`config.mk`:
```
export PLATFORM = sky130hd
export DESIGN_NAME = collatz_host_driver_flat
export DESIGN_NICKNAME = d
export VERILOG_FILES = /design/src/rtl/collatz_host_driver_pkg.sv /design/src/rtl/collatz_host_driver_if.sv /design/src/rtl/collatz_host_watchdog.sv /design/src/rtl/collatz_host_driver.sv /design/src/flat_wrapper.sv
export SDC_FILE = /design/constraint.sdc
export NUM_CORES = 1
export LEC_CHECK = 0
export CORE_ASPECT_RATIO = 1.1
export CORE_MARGIN = 8
export CORE_UTILIZATION = 45
export CTS_BUF_LIST = sky130_fd_sc_hd__clkbuf_16
export DETAILED_ROUTE_END_ITERATION = 10
export GPL_TIMING_DRIVEN = 0
export PLACE_DENSITY_LB_ADDON = 0.08
export SLEW_MARGIN = 30
export SYNTH_ARGS = -nofsm -noshare
export SYNTH_HDL_FRONTEND = slang
export SYNTH_SLANG_ARGS = --single-unit
```
`constraint.sdc`:
```
create_clock -name clk -period 2.5 [get_ports clk]
set_input_delay 0.5 -clock clk [delete_from_list [all_inputs] [get_ports clk]]
set_output_delay 0.5 -clock clk [all_outputs]
set_load 0.02 [all_outputs]
```
`src/rtl/collatz_host_driver_pkg.sv`:
```
// Shared definitions for the Collatz peripheral pin protocol: pin bit positions,
// the overflow marker value and the host FSM state encoding.
package collatz_host_driver_pkg;

  localparam int unsigned PIN_W         = 8;
  localparam int unsigned SEED_W        = 32;
  localparam int unsigned ORBIT_W       = 16;
  localparam int unsigned PATH_W        = 32;
  localparam int unsigned WE_BIT        = 7;
  localparam int unsigned START_BIT     = 6;
  localparam int unsigned PSEL_BIT      = 4;
  localparam int unsigned ADDR_W        = 4;
  localparam int unsigned OE_COMPUTE    = 7;
  localparam int unsigned N_SEED_BYTES  = 4;
  localparam int unsigned N_ORBIT_BYTES = 2;
  localparam int unsigned N_READ_SLOTS  = 6;

  localparam logic [PATH_W-1:0] OVERFLOW_MAGIC = 32'hBAADF00D;
  localparam logic [PIN_W-1:0]  START_PINS     = PIN_W'(1 << START_BIT);

  typedef enum logic [2:0] {
    ST_IDLE,
    ST_WRITE,
    ST_START,
    ST_WAIT_ENTER,
    ST_WAIT_EXIT,
    ST_READ_SET,
    ST_READ_CAP,
    ST_FINISH
  } state_e;

  // Pin pattern for writing seed byte idx.
  function automatic logic [PIN_W-1:0] write_pins(input logic [1:0] idx);
    logic [PIN_W-1:0] p;
    p             = '0;
    p[WE_BIT]     = 1'b1;
    p[ADDR_W-1:0] = ADDR_W'(idx);
    return p;
  endfunction

  // Pin pattern for read slot: orbit bytes first, then path bytes.
  function automatic logic [PIN_W-1:0] read_pins(input logic [2:0] slot);
    logic [PIN_W-1:0] p;
    p = '0;
    if (slot < 3'(N_ORBIT_BYTES)) begin
      p[ADDR_W-1:0] = ADDR_W'(slot);
    end else begin
      p[PSEL_BIT]   = 1'b1;
      p[ADDR_W-1:0] = ADDR_W'(slot - 3'(N_ORBIT_BYTES));
    end
    return p;
  endfunction

endpackage

```
`src/rtl/collatz_host_driver_if.sv`:
```
// Request/result handshake plus the peripheral pin bundle seen by the host driver.
interface collatz_host_driver_if;
  import collatz_host_driver_pkg::*;

  logic                 req_valid;
  logic [SEED_W-1:0]    req_seed;
  logic                 busy;
  logic                 done;
  logic                 error;
  logic                 overflow;
  logic [ORBIT_W-1:0]   orbit_len;
  logic [PATH_W-1:0]    path_record;
  logic [PIN_W-1:0]     dev_ui_in;
  logic [PIN_W-1:0]     dev_uio_in;
  logic [PIN_W-1:0]     dev_uo_out;
  logic [PIN_W-1:0]     dev_uio_out;
  logic [PIN_W-1:0]     dev_uio_oe;

  modport master (
    input  req_valid, req_seed, dev_uo_out, dev_uio_out, dev_uio_oe,
    output busy, done, error, overflow, orbit_len, path_record, dev_ui_in, dev_uio_in
  );

  modport slave (
    output req_valid, req_seed, dev_uo_out, dev_uio_out, dev_uio_oe,
    input  busy, done, error, overflow, orbit_len, path_record, dev_ui_in, dev_uio_in
  );

endinterface

```
`src/rtl/collatz_host_watchdog.sv`:
```
// Loadable, clearable saturating up-counter; terminal_c flags the all-ones count.
module collatz_host_watchdog #(
  parameter int unsigned WIDTH = 24
) (
  input  logic             clk,
  input  logic             reset,
  input  logic             clear,
  input  logic             load,
  input  logic [WIDTH-1:0] load_val,
  input  logic             enable,
  output logic             terminal_c
);

  logic [WIDTH-1:0] count;

  assign terminal_c = &count;

  always_ff @(posedge clk) begin
    if (reset) begin
      count <= '0;
    end else if (clear) begin
      count <= '0;
    end else if (load) begin
      count <= load_val;
    end else if (enable && !terminal_c) begin
      count <= count + WIDTH'(1);
    end
  end

endmodule

```
`src/rtl/collatz_host_driver.sv`:
```
// Host master for the Collatz peripheral: writes the seed, pulses start, waits out
// COMPUTE under a watchdog, then reads back orbit length and path record.
module collatz_host_driver
  import collatz_host_driver_pkg::*;
#(
  parameter int unsigned ENTER_TIMEOUT    = 8,
  parameter int unsigned RUN_TIMEOUT_BITS = 24
) (
  input logic                  clk,
  input logic                  reset,
  collatz_host_driver_if.master bus
);

  // Preloading to (all-ones - ENTER_TIMEOUT + 1) lets the same counter expire after ENTER_TIMEOUT cycles.
  localparam logic [RUN_TIMEOUT_BITS-1:0] ENTER_LOAD =
    RUN_TIMEOUT_BITS'((64'(1) << RUN_TIMEOUT_BITS) - 64'(ENTER_TIMEOUT));

  state_e                       state, state_n;
  logic [N_SEED_BYTES-1:0][7:0] seed_q, seed_n;
  logic [1:0]                   idx, idx_n;
  logic [2:0]                   slot, slot_n;
  logic [N_READ_SLOTS-1:0][7:0] shadow, shadow_n;
  logic                         busy_q, busy_n;
  logic                         done_q, done_n;
  logic                         error_q, error_n;
  logic                         overflow_q, overflow_n;
  logic [ORBIT_W-1:0]           orbit_q, orbit_n;
  logic [PATH_W-1:0]            path_q, path_n;
  logic [PIN_W-1:0]             ui_q, ui_n;
  logic [PIN_W-1:0]             uio_q, uio_n;
  logic                         wd_clear, wd_load, wd_en, wd_term;

  collatz_host_watchdog #(.WIDTH(RUN_TIMEOUT_BITS)) u_watchdog (
    .clk        (clk),
    .reset      (reset),
    .clear      (wd_clear),
    .load       (wd_load),
    .load_val   (ENTER_LOAD),
    .enable     (wd_en),
    .terminal_c (wd_term)
  );

  assign bus.busy        = busy_q;
  assign bus.done        = done_q;
  assign bus.error       = error_q;
  assign bus.overflow    = overflow_q;
  assign bus.orbit_len   = orbit_q;
  assign bus.path_record = path_q;
  assign bus.dev_ui_in   = ui_q;
  assign bus.dev_uio_in  = uio_q;

  // Next-state and next-output logic; pin values are computed for the state being entered.
  always_comb begin
    state_n    = state;
    seed_n     = seed_q;
    idx_n      = idx;
    slot_n     = slot;
    shadow_n   = shadow;
    busy_n     = busy_q;
    done_n     = 1'b0;
    error_n    = 1'b0;
    overflow_n = overflow_q;
    orbit_n    = orbit_q;
    path_n     = path_q;
    ui_n       = '0;
    uio_n      = '0;
    wd_clear   = 1'b0;
    wd_load    = 1'b0;
    wd_en      = 1'b0;

    unique case (state)
      ST_IDLE: begin
        if (bus.req_valid) begin
          state_n = ST_WRITE;
          seed_n  = bus.req_seed;
          busy_n  = 1'b1;
          idx_n   = 2'd0;
          uio_n   = write_pins(2'd0);
          ui_n    = bus.req_seed[7:0];
        end
      end
      ST_WRITE: begin
        if (idx == 2'(N_SEED_BYTES - 1)) begin
          state_n = ST_START;
          uio_n   = START_PINS;
        end else begin
          idx_n = idx + 2'd1;
          uio_n = write_pins(idx_n);
          ui_n  = seed_q[idx_n];
        end
      end
      ST_START: begin
        state_n = ST_WAIT_ENTER;
        wd_load = 1'b1;
      end
      ST_WAIT_ENTER: begin
        wd_en = 1'b1;
        if (bus.dev_uio_oe[OE_COMPUTE]) begin
          state_n  = ST_WAIT_EXIT;
          wd_clear = 1'b1;
        end else if (wd_term) begin
          state_n = ST_FINISH;
          done_n  = 1'b1;
          error_n = 1'b1;
        end
      end
      ST_WAIT_EXIT: begin
        wd_en = 1'b1;
        if (!bus.dev_uio_oe[OE_COMPUTE]) begin
          state_n = ST_READ_SET;
          slot_n  = 3'd0;
          uio_n   = read_pins(3'd0);
        end else if (wd_term) begin
          state_n = ST_FINISH;
          done_n  = 1'b1;
          error_n = 1'b1;
        end
      end
      ST_READ_SET: begin
        state_n = ST_READ_CAP;
        uio_n   = read_pins(slot);
      end
      ST_READ_CAP: begin
        shadow_n[slot] = bus.dev_uo_out;
        if (slot == 3'(N_READ_SLOTS - 1)) begin
          state_n    = ST_FINISH;
          done_n     = 1'b1;
          orbit_n    = shadow_n[1:0];
          path_n     = shadow_n[5:2];
          overflow_n = (shadow_n[5:2] == OVERFLOW_MAGIC);
        end else begin
          slot_n  = slot + 3'd1;
          state_n = ST_READ_SET;
          uio_n   = read_pins(slot_n);
        end
      end
      ST_FINISH: begin
        state_n = ST_IDLE;
        busy_n  = 1'b0;
      end
      default: begin
        state_n = ST_IDLE;
        busy_n  = 1'b0;
      end
    endcase
  end

  // State and registered outputs.
  always_ff @(posedge clk) begin
    if (reset) begin
      state      <= ST_IDLE;
      seed_q     <= '0;
      idx        <= '0;
      slot       <= '0;
      shadow     <= '0;
      busy_q     <= 1'b0;
      done_q     <= 1'b0;
      error_q    <= 1'b0;
      overflow_q <= 1'b0;
      orbit_q    <= '0;
      path_q     <= '0;
      ui_q       <= '0;
      uio_q      <= '0;
    end else begin
      state      <= state_n;
      seed_q     <= seed_n;
      idx        <= idx_n;
      slot       <= slot_n;
      shadow     <= shadow_n;
      busy_q     <= busy_n;
      done_q     <= done_n;
      error_q    <= error_n;
      overflow_q <= overflow_n;
      orbit_q    <= orbit_n;
      path_q     <= path_n;
      ui_q       <= ui_n;
      uio_q      <= uio_n;
    end
  end

endmodule

```
`src/flat_wrapper.sv`:
```
// flat-port wrapper written by rule: the top's interface ports become plain ports
module collatz_host_driver_flat import collatz_host_driver_pkg::*;
#(
  parameter int unsigned ENTER_TIMEOUT    = 8,
  parameter int unsigned RUN_TIMEOUT_BITS = 24
)
  (clk, reset, bus_req_valid, bus_req_seed, bus_dev_uo_out, bus_dev_uio_out, bus_dev_uio_oe, bus_busy, bus_done, bus_error, bus_overflow, bus_orbit_len, bus_path_record, bus_dev_ui_in, bus_dev_uio_in);
  collatz_host_driver_if bus_i ();
  input logic clk;
  input logic reset;
  input wire logic [$bits(bus_i.req_valid)-1:0] bus_req_valid;
  input wire logic [$bits(bus_i.req_seed)-1:0] bus_req_seed;
  input wire logic [$bits(bus_i.dev_uo_out)-1:0] bus_dev_uo_out;
  input wire logic [$bits(bus_i.dev_uio_out)-1:0] bus_dev_uio_out;
  input wire logic [$bits(bus_i.dev_uio_oe)-1:0] bus_dev_uio_oe;
  output wire logic [$bits(bus_i.busy)-1:0] bus_busy;
  output wire logic [$bits(bus_i.done)-1:0] bus_done;
  output wire logic [$bits(bus_i.error)-1:0] bus_error;
  output wire logic [$bits(bus_i.overflow)-1:0] bus_overflow;
  output wire logic [$bits(bus_i.orbit_len)-1:0] bus_orbit_len;
  output wire logic [$bits(bus_i.path_record)-1:0] bus_path_record;
  output wire logic [$bits(bus_i.dev_ui_in)-1:0] bus_dev_ui_in;
  output wire logic [$bits(bus_i.dev_uio_in)-1:0] bus_dev_uio_in;
  assign bus_i.req_valid = bus_req_valid;
  assign bus_i.req_seed = bus_req_seed;
  assign bus_i.dev_uo_out = bus_dev_uo_out;
  assign bus_i.dev_uio_out = bus_dev_uio_out;
  assign bus_i.dev_uio_oe = bus_dev_uio_oe;
  assign bus_busy = bus_i.busy;
  assign bus_done = bus_i.done;
  assign bus_error = bus_i.error;
  assign bus_overflow = bus_i.overflow;
  assign bus_orbit_len = bus_i.orbit_len;
  assign bus_path_record = bus_i.path_record;
  assign bus_dev_ui_in = bus_i.dev_ui_in;
  assign bus_dev_uio_in = bus_i.dev_uio_in;
  collatz_host_driver #(.ENTER_TIMEOUT(ENTER_TIMEOUT), .RUN_TIMEOUT_BITS(RUN_TIMEOUT_BITS)) u_core (.clk(clk), .reset(reset), .bus(bus_i));
endmodule
```
==> flow_summary.yaml <==
routing:
  drt_wl_total_um: 22000
  dr.pass1.iters: 6
  wire_per_inst_um: 17.2
  drt_iter0_drc: 387
  final_antenna_net_count: 0
  via_count: 6962
  viasPerCell: 5.45
  drc_errors: 0
synth:
  synthAdderAreaFrac_pct: 0.634
  synthCells: 905
  ys_seq_elements: 178
  ys.flop_type: "dfxtp_1"
  synth-simple-area-share_pct: 20.1
  synth.mux.area_fraction_pct: 11.9
  synth.cell_area_mm2: 0.00789
  synth-compound-area-share_pct: 16.2
  async_flop_share_pct: 0
  synth_xor_area_share_pct: 1.78
  synth_common_cells: "178 x dfxtp_1, 125 x nand2_1, 116 x nor2_1"
  synth_cell_types: 64
  synth_top_family_by_area: "simple AND/OR/NAND/NOR gates"
  synth_top_cell_by_area: "dfxtp_1"
  synth.most_common_cell: "dfxtp_1"
  synth_edf_count: 0
  ys_seq_area_share_pct: 45.2
  ys.warnings.count: 0
  synth_top_cell_area_share_pct: 45.2
  postSynthAreaPerCell_um2: 8.72
  ys_top_cells_by_area: "dfxtp_1 45%, mux2i_1 9.5%, nand2_1 5.9%, nor2_1 5.5%, a21oi_1 5.3%"
critical_path:
  required_ns: 2.89
  crit_path_end_kind: "flop"
  path_max_fanout: 10
  critPathLaunchType: "flop"
  critical_path_class: "reg2reg"
  worst_ep_arrival_time_ns: 2.76
power:
  power.density_mw_per_mm2: 597
  p_total_mw: 5.87
  ir_drop_mv: 0.442
  p_leak_nw: 3.29
floorplanning:
  die_w_um: 142
  rows: 50
  die-height_um: 155
  die_area_mm2: 0.0220
  core_mm2: 0.0171
  ios: 127
  initial_utilization_pct: 46.2
final_layout:
  area_growth_pct: 24.6
  fin_cells: 1278
  diodes: 0
  layout.nets: 1094
  drive_gt1_share_pct: 7.09
timing:
  slew-limit-headroom_pct: 47.1
  setup_tns_ns: 0
  fin_crit_sh_pct: 95.0
  report.final.slew_viol_count: 0
  min_period_ns: 2.37
  hold_viol: 0
  rsz0062_at_grt: "false"
  clock_skew_ns: 0.00819
  setup_viol: 0
  fmax_mhz: 421
  worst_pin_slew_ns: 0.794
run_status:
  outcome: "completed"
placed_design:
  dpl.hpwl_um: 15800
  dpl.cell_count: 1247
  port-buffer-count: 107
  finalWeightedCongestion: 0.858
global_route:
  grt.total_usage_pct: 20.0
  grt_pass1_wl_um: 35300
  grt_overflow_total: 0
  grt_max_degree: 17
  grt_pass1_vias: 6768
  antenna_found_initial: 1
hold_path:
  min_path_type: "reg2reg"
cts:
  htree_levels: 4
  tritoncts: "built"
  numClockSinks: 178
  clock_latency_ns: 0.44
  path_clk_slew_ns: 0.07
  hold_buffers: 0
  cts.path.max_buffers: 2
  cts_buffers: 17
  cts-root-buf: "clkbuf_16"
flow_run:
  drv_cap: 0
-- registers in the layout, indices dropped and copies added, names as in the netlist --
register,flops
u_core.shadow,48
u_core.bus.path_record,32
u_core.seed_q,32
u_core.u_watchdog.count,24
u_core.bus.orbit_len,16
u_core.bus.dev_ui_in,8
u_core.bus.dev_uio_in,6
u_core.slot,3
u_core.state,3
u_core.idx,2
u_core.bus.busy,1
u_core.bus.done,1
u_core.bus.error,1
u_core.bus.overflow,1
-- layout make-up --
cell class,instances,area (µm²)
buffer,75,312
inverter,4,15.0
tap,234,293
fill,1583,7250
clock inverter,15,130
clock buffer,17,425
sequential,178,3560
timing repair buffer,107,1070
multi-input combinational,648,4020
-- cells by family (layout without fill, tap and decap cells) --
group	count (synthesis)	count (layout)
buf+inv	80	218
fa+ha+maj	4	4
mux	84	84
other cells	1	2
xor+xnor	16	16
flops	178	178
compound gates	202	202
simple gates	340	340
-- critical path, stage by stage, from the launching register on --
cell and delay [ns]:
dfxtp_1 0.42, clkbuf_1 0.38, nand2b_1 0.19, clkbuf_1 0.38, nand3_1 0.16, a2111oi_0 0.58, a31o_1 0.22
-- repair_timing --
action                     CTS  global route
gates resized for setup      2             5
buffers inserted             0             0
setup endpoints to repair   30            32
-- metrics by stage --
step	instance area (µm²)	setup WS, ns	hold slack, ns	utilization, %
after floorplan	7890	0.496	0.433	-
after global placement	9260	-0.267	0.440	54.2
after detailed placement	9260	-0.249	0.446	54.2
after CTS	9810	0.102	0.455	57.4
after global routing	9830	0.00536	0.471	57.6
final	9830	0.126	0.454	57.6
-- layout by cell type, fill, tap and decap left out, types with 4 or more instances in the layout --
cell               n
a31oi_1           11
nand4_1            7
nor3b_1            6
nor3_1            10
clkdlybuf4s50_1  107
or3_1              5
nor4_1             4
xnor2_1           11
nor2b_1           10
clkbuf_16         17
nand3_1           12
inv_1              4
a2111oi_0          4
ha_1               4
clkbuf_1          54
buf_2             12
nand2b_1          10
mux2i_1           75
inv_6              4
o21ai_0           23
mux4_2             8
a21oi_1           83
a211oi_1          49
o31ai_1            4
dfxtp_1          178
nand3b_1           6
nand2_1          125
nor2_1           116
xor2_1             5
a311oi_1           9
-- final timing paths --
| path | start | slack (ns) | depth (start not counted) | to |
|---|---|---|---|---|
| setup / recovery | u_core.slot[0] | 0.13 | 6 | u_core.bus.overflow |
| hold / removal | u_core.seed_q[17] | 0.45 | 2 | u_core.seed_q[17] |
| setup reg to reg | u_core.slot[0] | 0.13 | 6 | u_core.bus.overflow |
| hold reg to reg | u_core.seed_q[17] | 0.45 | 2 | u_core.seed_q[17] |
-- routing by layer --
metal	track usage [%]	share of wire, %
met5	0	0.050
met1	26.6	48
met4	6.81	1.6
met3	4.38	5.8
met2	31.5	45
-- report_power, final --
| part | total (mW) | internal (mW) | switching [mW] | leakage [nW] |
|---|---|---|---|---|
| Combinational | 0.403 | 0.166 | 0.237 | 1.59 |
| Sequential | 2.91 | 2.88 | 0.0237 | 1.44 |
| Clock | 2.56 | 1.38 | 1.18 | 0.267 |
Note: power is estimated with default switching activity, not from simulation.
